[src/rtl/seg_display_scanner.sv]
`default_nettype none
// ============================================================================
// Module      : seg_display_scanner
// Description : Time-multiplexed seven-segment driver with per-digit blank and
//               blink, 16-level PWM brightness and frame-synchronous latching.
// Revision    : 1.0 - initial release
// ============================================================================
module seg_display_scanner #(
    parameter int DIGITS       = 8,
    parameter int SCAN_DIV     = 12500,
    parameter int BLINK_FRAMES = 250
) (
    input  logic                  clock,
    input  logic                  reset,
    input  logic                  enable,
    input  logic [4*DIGITS-1:0]   number,
    input  logic [DIGITS-1:0]     dp,
    input  logic [DIGITS-1:0]     blank_mask,
    input  logic [DIGITS-1:0]     blink_mask,
    input  logic [3:0]            brightness,
    output logic [DIGITS-1:0]     digit_sel,
    output logic [7:0]            segment,
    output logic                  frame_start
);

    localparam int STEP  = SCAN_DIV / 16;
    localparam int SUB_W = (STEP > 1) ? $clog2(STEP) : 1;
    localparam int IDX_W = (DIGITS > 1) ? $clog2(DIGITS) : 1;
    localparam int BLK_W = (BLINK_FRAMES > 1) ? $clog2(BLINK_FRAMES) : 1;

    localparam logic [SUB_W-1:0] SUB_LAST = SUB_W'(STEP - 1);
    localparam logic [IDX_W-1:0] IDX_LAST = IDX_W'(DIGITS - 1);
    localparam logic [BLK_W-1:0] BLK_LAST = BLK_W'(BLINK_FRAMES - 1);
    localparam logic [3:0]       PWM_LAST = 4'hF;

    // Slot position is kept as {r_pwm, r_sub}: slot_cnt = r_pwm*STEP + r_sub,
    // so the PWM phase falls out directly without a divider.
    logic [SUB_W-1:0]    r_sub;
    logic [3:0]          r_pwm;
    logic [IDX_W-1:0]    r_idx;
    logic [BLK_W-1:0]    r_blk;
    logic                r_blink_phase;

    logic [4*DIGITS-1:0] r_num;
    logic [DIGITS-1:0]   r_dp;
    logic [DIGITS-1:0]   r_blank;
    logic [DIGITS-1:0]   r_blink;
    logic [3:0]          r_bri;

    logic                w_sub_wrap;
    logic                w_slot_wrap;
    logic                w_frame_wrap;
    logic                w_blink_wrap;
    logic                w_latch;

    logic [4*DIGITS-1:0] w_num;
    logic [DIGITS-1:0]   w_dp;
    logic [DIGITS-1:0]   w_blank;
    logic [DIGITS-1:0]   w_blink;
    logic [3:0]          w_bri;

    logic [3:0]          w_nib;
    logic [6:0]          w_glyph;
    logic [DIGITS-1:0]   w_onehot;
    logic                w_lit;
    logic                w_dark;

    assign w_sub_wrap   = (r_sub == SUB_LAST);
    assign w_slot_wrap  = w_sub_wrap && (r_pwm == PWM_LAST);
    assign w_frame_wrap = w_slot_wrap && (r_idx == IDX_LAST);
    assign w_blink_wrap = w_frame_wrap && (r_blk == BLK_LAST);
    assign w_latch      = (r_idx == '0) && (r_pwm == 4'd0) && (r_sub == '0);

    always_ff @(posedge clock) begin
        if (reset) begin
            r_sub         <= '0;
            r_pwm         <= 4'd0;
            r_idx         <= '0;
            r_blk         <= '0;
            r_blink_phase <= 1'b0;
        end else begin
            r_sub <= w_sub_wrap ? '0 : r_sub + 1'b1;
            if (w_sub_wrap) begin
                r_pwm <= r_pwm + 4'd1;
            end
            if (w_slot_wrap) begin
                r_idx <= w_frame_wrap ? '0 : r_idx + 1'b1;
            end
            if (w_frame_wrap) begin
                r_blk <= w_blink_wrap ? '0 : r_blk + 1'b1;
            end
            if (w_blink_wrap) begin
                r_blink_phase <= ~r_blink_phase;
            end
        end
    end

    always_ff @(posedge clock) begin
        if (reset) begin
            r_num   <= '0;
            r_dp    <= '0;
            r_blank <= '0;
            r_blink <= '0;
            r_bri   <= 4'd0;
        end else if (w_latch) begin
            r_num   <= number;
            r_dp    <= dp;
            r_blank <= blank_mask;
            r_blink <= blink_mask;
            r_bri   <= brightness;
        end
    end

    // On the latch cycle the shadows are still stale, so decode from the live
    // inputs; every cycle of the frame then sees the same snapshot.
    assign w_num   = w_latch ? number     : r_num;
    assign w_dp    = w_latch ? dp         : r_dp;
    assign w_blank = w_latch ? blank_mask : r_blank;
    assign w_blink = w_latch ? blink_mask : r_blink;
    assign w_bri   = w_latch ? brightness : r_bri;

    assign w_nib    = w_num[{r_idx, 2'b00} +: 4];
    assign w_onehot = DIGITS'(1) << r_idx;
    assign w_lit    = (r_pwm <= w_bri);

    always_comb begin
        w_glyph = 7'h00;
        case (w_nib)
            4'h0: w_glyph = 7'h3F;
            4'h1: w_glyph = 7'h06;
            4'h2: w_glyph = 7'h5B;
            4'h3: w_glyph = 7'h4F;
            4'h4: w_glyph = 7'h66;
            4'h5: w_glyph = 7'h6D;
            4'h6: w_glyph = 7'h7D;
            4'h7: w_glyph = 7'h07;
            4'h8: w_glyph = 7'h7F;
            4'h9: w_glyph = 7'h6F;
            4'hA: w_glyph = 7'h77;
            4'hB: w_glyph = 7'h7C;
            4'hC: w_glyph = 7'h39;
            4'hD: w_glyph = 7'h5E;
            4'hE: w_glyph = 7'h79;
            4'hF: w_glyph = 7'h71;
            default: w_glyph = 7'h00;
        endcase
    end

    // The final cycle of each slot is always dark so two digits are never
    // driven back to back.
    assign w_dark = !enable
                  || w_blank[r_idx]
                  || (w_blink[r_idx] && r_blink_phase)
                  || !w_lit
                  || w_slot_wrap;

    always_ff @(posedge clock) begin
        if (reset) begin
            digit_sel   <= '0;
            segment     <= 8'h00;
            frame_start <= 1'b0;
        end else begin
            digit_sel   <= w_dark ? '0 : w_onehot;
            segment     <= w_dark ? 8'h00 : {w_dp[r_idx], w_glyph};
            frame_start <= w_latch;
        end
    end

endmodule
`default_nettype wire

[config.mk]
export PLATFORM = sky130hd
export DESIGN_NAME = seg_display_scanner
export DESIGN_NICKNAME = d
export VERILOG_FILES = /design/src/rtl/seg_display_scanner.sv
export SDC_FILE = /design/constraint.sdc
export NUM_CORES = 1
export LEC_CHECK = 0
export ABC_AREA = 1
export CAP_MARGIN = 20
export CORE_AREA = 2 2 133 167
export CTS_CLUSTER_SIZE = 30
export DETAILED_ROUTE_END_ITERATION = 7
export DIE_AREA = 0 0 135 169
export SYNTH_ARGS = -nofsm -noshare
export SYNTH_HDL_FRONTEND = slang
export SYNTH_SLANG_ARGS = --single-unit
[constraint.sdc]
create_clock -name clock -period 5.2 [get_ports clock]
set_clock_uncertainty 0.2 [all_clocks]
set_input_delay 0.78 -clock clock [delete_from_list [all_inputs] [get_ports clock]]
set_output_delay 0.78 -clock clock [all_outputs]
set_load 0.02 [all_outputs]
Yosys cells after proc, flatten, opt, wreduce, memory -nomap -nowiden --
Memories as Yosys holds them, arrays and structs flattened. A register that Yosys moved wholly into a read port is not among the register bits. Index checks and enable logic that the tools add are counted.
Word-level totals: flip-flop bits (word level) 103, ROM bits 112, memories 1
Operators by class: $add $sub $neg 4, magnitude comparators 2, equal/unequal tests 4, shift operators 2, multiplexer cells 13, bitwise gates (word level) 1, reduce and logical (&&, ||, !) cells 17
Memories:
- (name not given) | words 16, bits a word 7, read ports 1, clocked after Yosys merged registers in 1, wr ports 0, line 128 | case (w_nib)
Operators with widths (count):
- 32-bit 2-to-1 mux | 1
- 8-bit 2-to-1 mux | 4
- 32-bit by 6-bit indexed part select with 4-bit output | 1
- 10-bit by 1-bit adder with 10-bit output, second input constant | 1
- 10-bit equality test, second input constant | 1
- 10-bit zero test | 1
- 1-bit binary-select mux with 3-bit select | 3
- 8-bit by 1-bit adder with 8-bit output, second input constant | 1
- 8-bit equality test, second input constant | 1
- 1-bit by 3-bit left shift with 8-bit output, first input constant | 1
- 1-bit logical AND | 6
- 4-bit by 1-bit adder with 4-bit output, second input constant | 1
- 4-bit equality test, second input constant | 1
- 4-bit <= comparator | 1
- 4-bit zero test | 1
- 1-bit logical OR | 4
- 3-bit by 4-bit < comparator with 1-bit output, second input constant | 1
- 4-bit 2-to-1 mux | 1
- 2-bit OR reduction | 2
- 3-bit by 1-bit adder with 3-bit output, second input constant | 1
- 3-bit equality test, second input constant | 1
- 3-bit zero test | 1
- 1-bit 2-to-1 mux | 3
- 3-bit 2-to-1 mux | 1
- 2 further kinds | 3

Depth between registers and ports, before layout --
Gate-level depths: netlist (run 1).
word-level depth 11, gate-level depth with buffers 25, depth with buffers taken out 21

Least setup slack after synthesis (run 1) --
OpenSTA, ideal clock, no wires.
path type register -> register, start point register r_idx[0], end point register digit_sel[0], library setup time 0.064 ns, arrival time 3.422 ns, required time 4.936 ns, path slack 1.514 ns, stages on the path, launching flop included 24, path buffers 5, period minus slack after synthesis 3.686 ns, path through dfxtp_1 buf_2 inv_1 buf_2 buf_1 ha_1 nand2_1 inv_1 nand2_2 nor2_8 nand2_4 buf_2 buf_4 mux2i_1 ha_1 inv_1 nor2_1 o21ai_0 a32oi_1 nor3_1 nand3_2 nor2_4 nand2_4 nor2_1
Between the ends: longest elaborated chain between the ends 11
RTL lines:
- from (decl) | line 40 | logic [IDX_W-1:0] r_idx;
- from (signal assigned) | line 87 | r_idx <= w_frame_wrap ? '0 : r_idx + 1'b1;
- 3-bit zero test | line 72 | assign w_latch = (r_idx == '0) && (r_pwm == 4'd0) && (r_sub == '0);
- 1-bit logical AND (2 in a row) | line 72
- 8-bit 2-to-1 mux
- 1-bit binary-select mux with 3-bit select, on equally long branches | line 152, 153
- 1-bit 2-to-1 mux, on equally long branches | line 152, 153
- 1-bit logical OR or 1-bit logical AND (tied branches) | line 152, 153
- 1-bit logical OR | line 153 | || (w_blink[r_idx] && r_blink_phase)
- 1-bit logical OR | line 154 | || !w_lit
- 1-bit logical OR | line 155 | || w_slot_wrap;
- 2-bit OR reduction (no source line)
- to (signal assigned) | line 163 | digit_sel <= w_dark ? '0 : w_onehot;
- to (decl) | line 21 | output logic [DIGITS-1:0] digit_sel,
Several ways; a longest one is shown, not always the timed one. The select of a mux whose other input is x is not followed. A chain may end at the register's enable or synchronous reset.

Worst setup path in the final report (run 1) --
start point register r_idx[0], end point register digit_sel[0]
RTL lines:
- 3-bit zero test | line 72
- 1-bit logical AND (2 in a row) | line 72
- 4-bit 2-to-1 mux
- via w_bri[0] | line 60 | logic [3:0] w_bri;
- 4-bit <= comparator | line 124 | assign w_lit = (r_pwm <= w_bri);
- 1-bit zero test | line 154
- 1-bit logical OR | line 154
- 1-bit logical OR | line 155
- 2-bit OR reduction (no source line)
The timed path passes the listed nets, and every way through them passes these cells. The select of a mux whose other input is x is not followed.

==> run metrics, run 1 <==
f_max=266.6 MHz; Hold Crit Start=r_sub[0]$_SDFF_PP0_; Async SR Flop Fraction=0%; Hold/Removal Path Class=reg2reg; H-tree depth=3; post-route clock period utilization=72.12%; Bufs on Longest Clock Path=2; Post-Syn Area=5202 sq um; share of the synthesized area in the top cell type=39.63%; Overflow after GRT=0; clock-pin slew on the worst setup and hold paths=60 ps; Num CTS Buffers=9; largest net degree at the start of global routing=70; I/O Pins=80; register area share after synthesis=39.63%; setup bufs post-CTS=0; crit end category=flip-flop; worst slew pin tran=753.8 ps; CTS tree=done; synth cell count leaders=nand2_1, dfxtp_1, nor2_1; Hold Path Sink=r_sub[0]$_SDFF_PP0_; Slew Limit Fails=0; unrepaired setup endpoints after global routing=false; cell count after synthesis=725; row cnt=60; post-cts sizing count=0; Worst setup SP type=flip-flop; outcome=finished, final reports clean; r2r endpoint=digit_sel[0]$_SDFF_PP0_; Final ANT Viol Nets=0; drt total wl=13530 um; Global Route met1 Usage=15.36%; Syn. warnings=0; flop-to-flop setup slack=1450 ps; Hold Buf Count CTS=0; DRC=0; total design power=1.897 mW; mean post-synth cell area=7.176 sq um; Post-Syn Nets=810; final core occ=30.33%; synth top area cells=dfxtp_1, nand2_1, nand3_1; nets=877; vias per inst=4.331; Period minus WS final=3750 ps; Die X-Extent=135 um; Reg-to-Reg Start=r_idx[0]$_SDFFE_PP0P_; Cell variety after synth=36; crit path DAT=3840 ps; Clock Tree Root=clkbuf_16; Lkg Pwr=2.788 nW; DP HPWL=9939 um; DRT Pass-1 Iters=4; Initial Utilization=24.40%; routed vias=4656; port bufs=79; required time of the critical path=5290 ps; WL/cell=12.58 um; EDFF count, synth=0; Layout area overhead=24.31%; synthesis-stage register bit count=103; proportion of layout cells with a drive suffix above 1=6.910%; Final Hold Fails=0; Final Setup Violations=0; slew margin rel.=49.74%; initial antenna violation count=0; grt peak-use layer=met2; # diodes=0; Die ar.=22820 sq um; R2R depth=20; Initial DRC Count=266; maxcap violations=0; die height=169 um; Synth Flop Type=dfxtp_1; crit path kind=reg2reg; TNS Setup=0 ps; met3 usage=2.126%; routing usage on met2=20.15%; Pwr Density=293.4 nW/um^2; vias in the first global route=4393; Core ar.=21320 sq um; most common cell in the synthesized netlist=nand2_1; CP Max Fanout=40; GPL Wtd Cong=0.8263; Clock Sinks=103; Peak VDD IR=0.0001729 V; hold depth=1; Synth area leader=dfxtp_1; clk_lat worst skew=350 ps; GRT Overall Usage=12.05%; first-pass GRT wire length=21820 um
how the worst max path moves through the flow:
stage / start / to / slack, ps
after floorplan: r_idx[0]$_SDFFE_PP0P_ / digit_sel[0]$_SDFF_PP0_ / 1510
after global placement: r_idx[0]$_SDFFE_PP0P_ / digit_sel[3]$_SDFF_PP0_ / 1520
after detailed placement: r_idx[0]$_SDFFE_PP0P_ / digit_sel[0]$_SDFF_PP0_ / 1430
after CTS: r_idx[0]$_SDFFE_PP0P_ / digit_sel[0]$_SDFF_PP0_ / 1410
after global routing: r_idx[0]$_SDFFE_PP0P_ / digit_sel[2]$_SDFF_PP0_ / 1040
final: r_idx[0]$_SDFFE_PP0P_ / digit_sel[0]$_SDFF_PP0_ / 1450
layer usage:
metal  up-vias  share of wire [%]
met5         -                  0
met4         0                1.7
met3        18                3.8
met2        76                 48
met1      2119                 46
li1       2443                  -
layout by cell type, fill, tap and decap left out, drive strengths merged:
| cell | synthesis | final |
|---|---|---|
| dfxtp | 103 | 103 |
| nand3b | 10 | 10 |
| nand2 | 178 | 178 |
| nor2 | 99 | 99 |
| clkinv | 0 | 1 |
| a32oi | 1 | 1 |
| buf | 22 | 8 |
| nor3b | 2 | 2 |
| nand4 | 3 | 3 |
| xor2 | 2 | 2 |
| clkdlybuf4s50 | 0 | 78 |
| clkbuf | 8 | 14 |
| inv | 87 | 87 |
| a211oi | 5 | 5 |
| ha | 22 | 22 |
| nor4 | 2 | 2 |
| nand3 | 88 | 88 |
| mux2i | 10 | 10 |
| a21oi | 44 | 44 |
| o21a | 2 | 2 |
| nor3 | 9 | 9 |
| or2 | 1 | 1 |
| a31oi | 1 | 1 |
| o21ai | 26 | 26 |
power by group:
group | switching (mW) | total [mW] | leakage (nW) | internal [mW]
logic | 0.247 | 0.413 | 1.82 | 0.167
registers | 0.0160 | 0.865 | 0.845 | 0.849
clock network | 0.283 | 0.619 | 0.127 | 0.335
layout make-up:
| cell class | instances | area, sq um |
|---|---|---|
| Tap cell | 279 | 349.1 |
| Fill cell | 2342 | 14850 |
| Sequential cell | 103 | 2062 |
| Inverter | 87 | 326.6 |
| Clock inverter | 1 | 5.005 |
| Timing Repair Buffer | 86 | 838.3 |
| Clock buffer | 14 | 254.0 |
| Multi-Input combinational cell | 505 | 2633 |
worst max-delay path, stage by stage, from the launching register on:
cell     delay (ps)
dfxtp_1         300
buf_4           230
inv_1           110
ha_1            170
nand2_1          50
inv_1            60
nand2_2          90
nor2_8          200
nand2_4         320
inv_2           400
nor2_1          100
a21oi_1         130
ha_1            160
nor2_1           40
o21ai_0         140
a32oi_1          70
nor3_1          280
nand3_2         160
nor2_4          260
nand2_4          90
nor2_1          100
state kept, by name (all words and copies together), names as in the netlist:
register	count
r_num	32
r_dp	8
r_bri	4
digit_sel	8
r_sub	10
r_pwm	4
r_blk	8
r_blank	8
r_idx	3
segment	8
frame_start	1
r_blink_phase	1
r_blink	8
kinds of logic (layout without fill, tap and decap cells):
kind of cell | Yosys count | count (layout) | share of synthesized area, %
muxes | 10 | 10 | 1.924
DFF | 103 | 103 | 39.63
xor gates and xnor gates | 2 | 2 | 0.3368
adders and majority gates | 22 | 22 | 5.291
buffers and inverters | 117 | 188 | 9.764
and+or+nand+nor | 392 | 392 | 34.58
AOI/OAI and AO/OA | 79 | 79 | 8.466
per-stage QoR:
step / instances / hold slack (ps) / setup WS (ps) / instance area, sq um
6_report: 1075 / 254.4 / 1450 / 6467
2_1_floorplan: 725 / 217.3 / 1514 / 5202
4_1_cts: 1075 / 262.7 / 1406 / 6467
3_3_place_gp: 1060 / 227.2 / 1516 / 6208
5_1_grt: 1075 / 280.8 / 1045 / 6467
3_5_place_dp: 1060 / 250.3 / 1431 / 6208
Note: power is estimated with default switching activity, not from simulation.
==> run 2: changes to the inputs <==
- clock period: 5.2 -> 3.85 ns (I/O delays scaled with it)
==> run metrics, run 2 (synthesis gave the netlist of run 1 again) <==
outcome=finished, final reports clean; Num CTS Buffers=9; Overflow after GRT=0; setup bufs post-CTS=0; post-route clock period utilization=87.44%; DP HPWL=9879 um; vias in the first global route=4519; Hold Buf Count CTS=0; Final Hold Fails=0; Slew Limit Fails=0; maxcap violations=0; H-tree depth=3; Final ANT Viol Nets=0; crit path kind=reg2reg; placed cell area=6216 sq um; Pwr Density=419.0 nW/um^2; final core occ=30.75%; Core ar.=21320 sq um; crit path DAT=3440 ps; crit end category=flip-flop; Bufs on Longest Clock Path=2; required time of the critical path=3930 ps; max reg flops=32; I/O Pins=80; TNS Setup=0 ps; first-pass GRT wire length=22250 um; clock-pin slew on the worst setup and hold paths=70 ps; GPL Wtd Cong=0.8392; Hold/Removal Path Class=reg2reg; drt total wl=13620 um; DRT Pass-1 Iters=4; Initial Utilization=24.40%; Initial DRC Count=419; commonest non-fill, non-tap cell in the layout=nand2_1; total design power=2.747 mW; slew margin rel.=63.41%; f_max=297.1 MHz; post-cts sizing count=0; Layout area overhead=26.02%; Lkg Pwr=2.828 nW; Final Setup Violations=0; Die X-Extent=135 um; most frequent cells in the layout=nand2_1, dfxtp_1, nor2_1, inv_1, nand3_1; clk_lat worst skew=360 ps; top flop regs=r_num x32, r_sub x10; proportion of layout cells with a drive suffix above 1=7.760%; most flop-heavy register=r_num; row cnt=60; Die ar.=22820 sq um; Final WS setup=483.7 ps; Setup WS pre-CTS=373.1 ps; Worst setup SP type=flip-flop; CP Max Fanout=16; Clock Sinks=103; vias per inst=4.274; Period minus WS final=3366 ps; # diodes=0; DRC=0; final instance area=6556 sq um; worst slew pin tran=548.9 ps; Clock Tree Root=clkbuf_16; routed vias=4607; unrepaired setup endpoints after global routing=false; CTS tree=done; initial antenna violation count=0; die height=169 um; port bufs=79; nets=879; WL/cell=12.63 um; largest net degree at the start of global routing=49; Peak VDD IR=0.0002067 V; GRT Overall Usage=12.44%
-- run 2: cell types whose count changed in the layout (fill, tap and decap cells not counted), sizes merged --
cell and change:
buf +2, bufinv +2, clkinvlp +2, clkbuf -3
-- run 2: final cells by class --
class                           count  area, sq um
Fill cell                        2336        14760
Multi-Input combinational cell    505         2633
Sequential cell                   103         2062
Timing Repair Buffer               88        853.3
Tap cell                          279        349.1
Inverter                           87        326.6
Clock buffer                       11        252.7
Clock inverter                      5        80.08
-- run 2: final timing paths --
kind / from / end / cells after the start / slack (ps)
worst max-delay path: r_sub[0]$_SDFF_PP0_ / segment[4]$_SDFF_PP0_ / 19 / 480
worst max register to register: r_sub[0]$_SDFF_PP0_ / segment[4]$_SDFF_PP0_ / 19 / 480
worst min register to register: r_sub[0]$_SDFF_PP0_ / r_sub[0]$_SDFF_PP0_ / 1 / 250
worst min-delay path: r_sub[0]$_SDFF_PP0_ / r_sub[0]$_SDFF_PP0_ / 1 / 250
-- run 2: worst max-delay path: stages (launching register included) --
cell and delay [ps]:
dfxtp_1 330, inv_1 70, ha_1 210, nand2_1 70, inv_1 60, nand2_2 90
nor2_8 200, nand2_4 180, inv_2 210, nor2_1 80, a21oi_1 150, ha_1 170
nor2_1 40, o21ai_0 160, a32oi_1 80, nor3_1 330, nand3_2 180, nor2_4 270
nand2_1 80, nor2_1 140
-- run 2: stage by stage --
stage	std cells	hold slack, ps
after floorplan	725	217.3
after global placement	1061	231.7
after detailed placement	1061	240.9
after CTS	1077	257.6
after global routing	1078	262.9
final	1078	252.6
-- run 2: power by group --
part	switching (mW)	internal [mW]	leakage, nW
Clock	0.411	0.604	0.158
Sequential	0.0208	1.15	0.845
Combinational	0.336	0.228	1.83
Total	0.768	1.98	2.83
-- run 2: routing by layer --
metal / track usage [%] / wire, um / part of all wire, % / vias to the layer above
met2: 20.72 / 6484 / 48 / 72
li1: - / - / - / 2443
met3: 2.606 / 555 / 4.1 / 22
met4: 5.797 / 333 / 2.4 / 0
met5: 0 / 0 / 0 / -
met1: 15.29 / 6246 / 46 / 2070
==> run 3: changes to the inputs <==
- CAP_MARGIN: 20 -> default
==> results of run 3 <==
No change in the layout: final DEF, timing and power equal those of run 2.
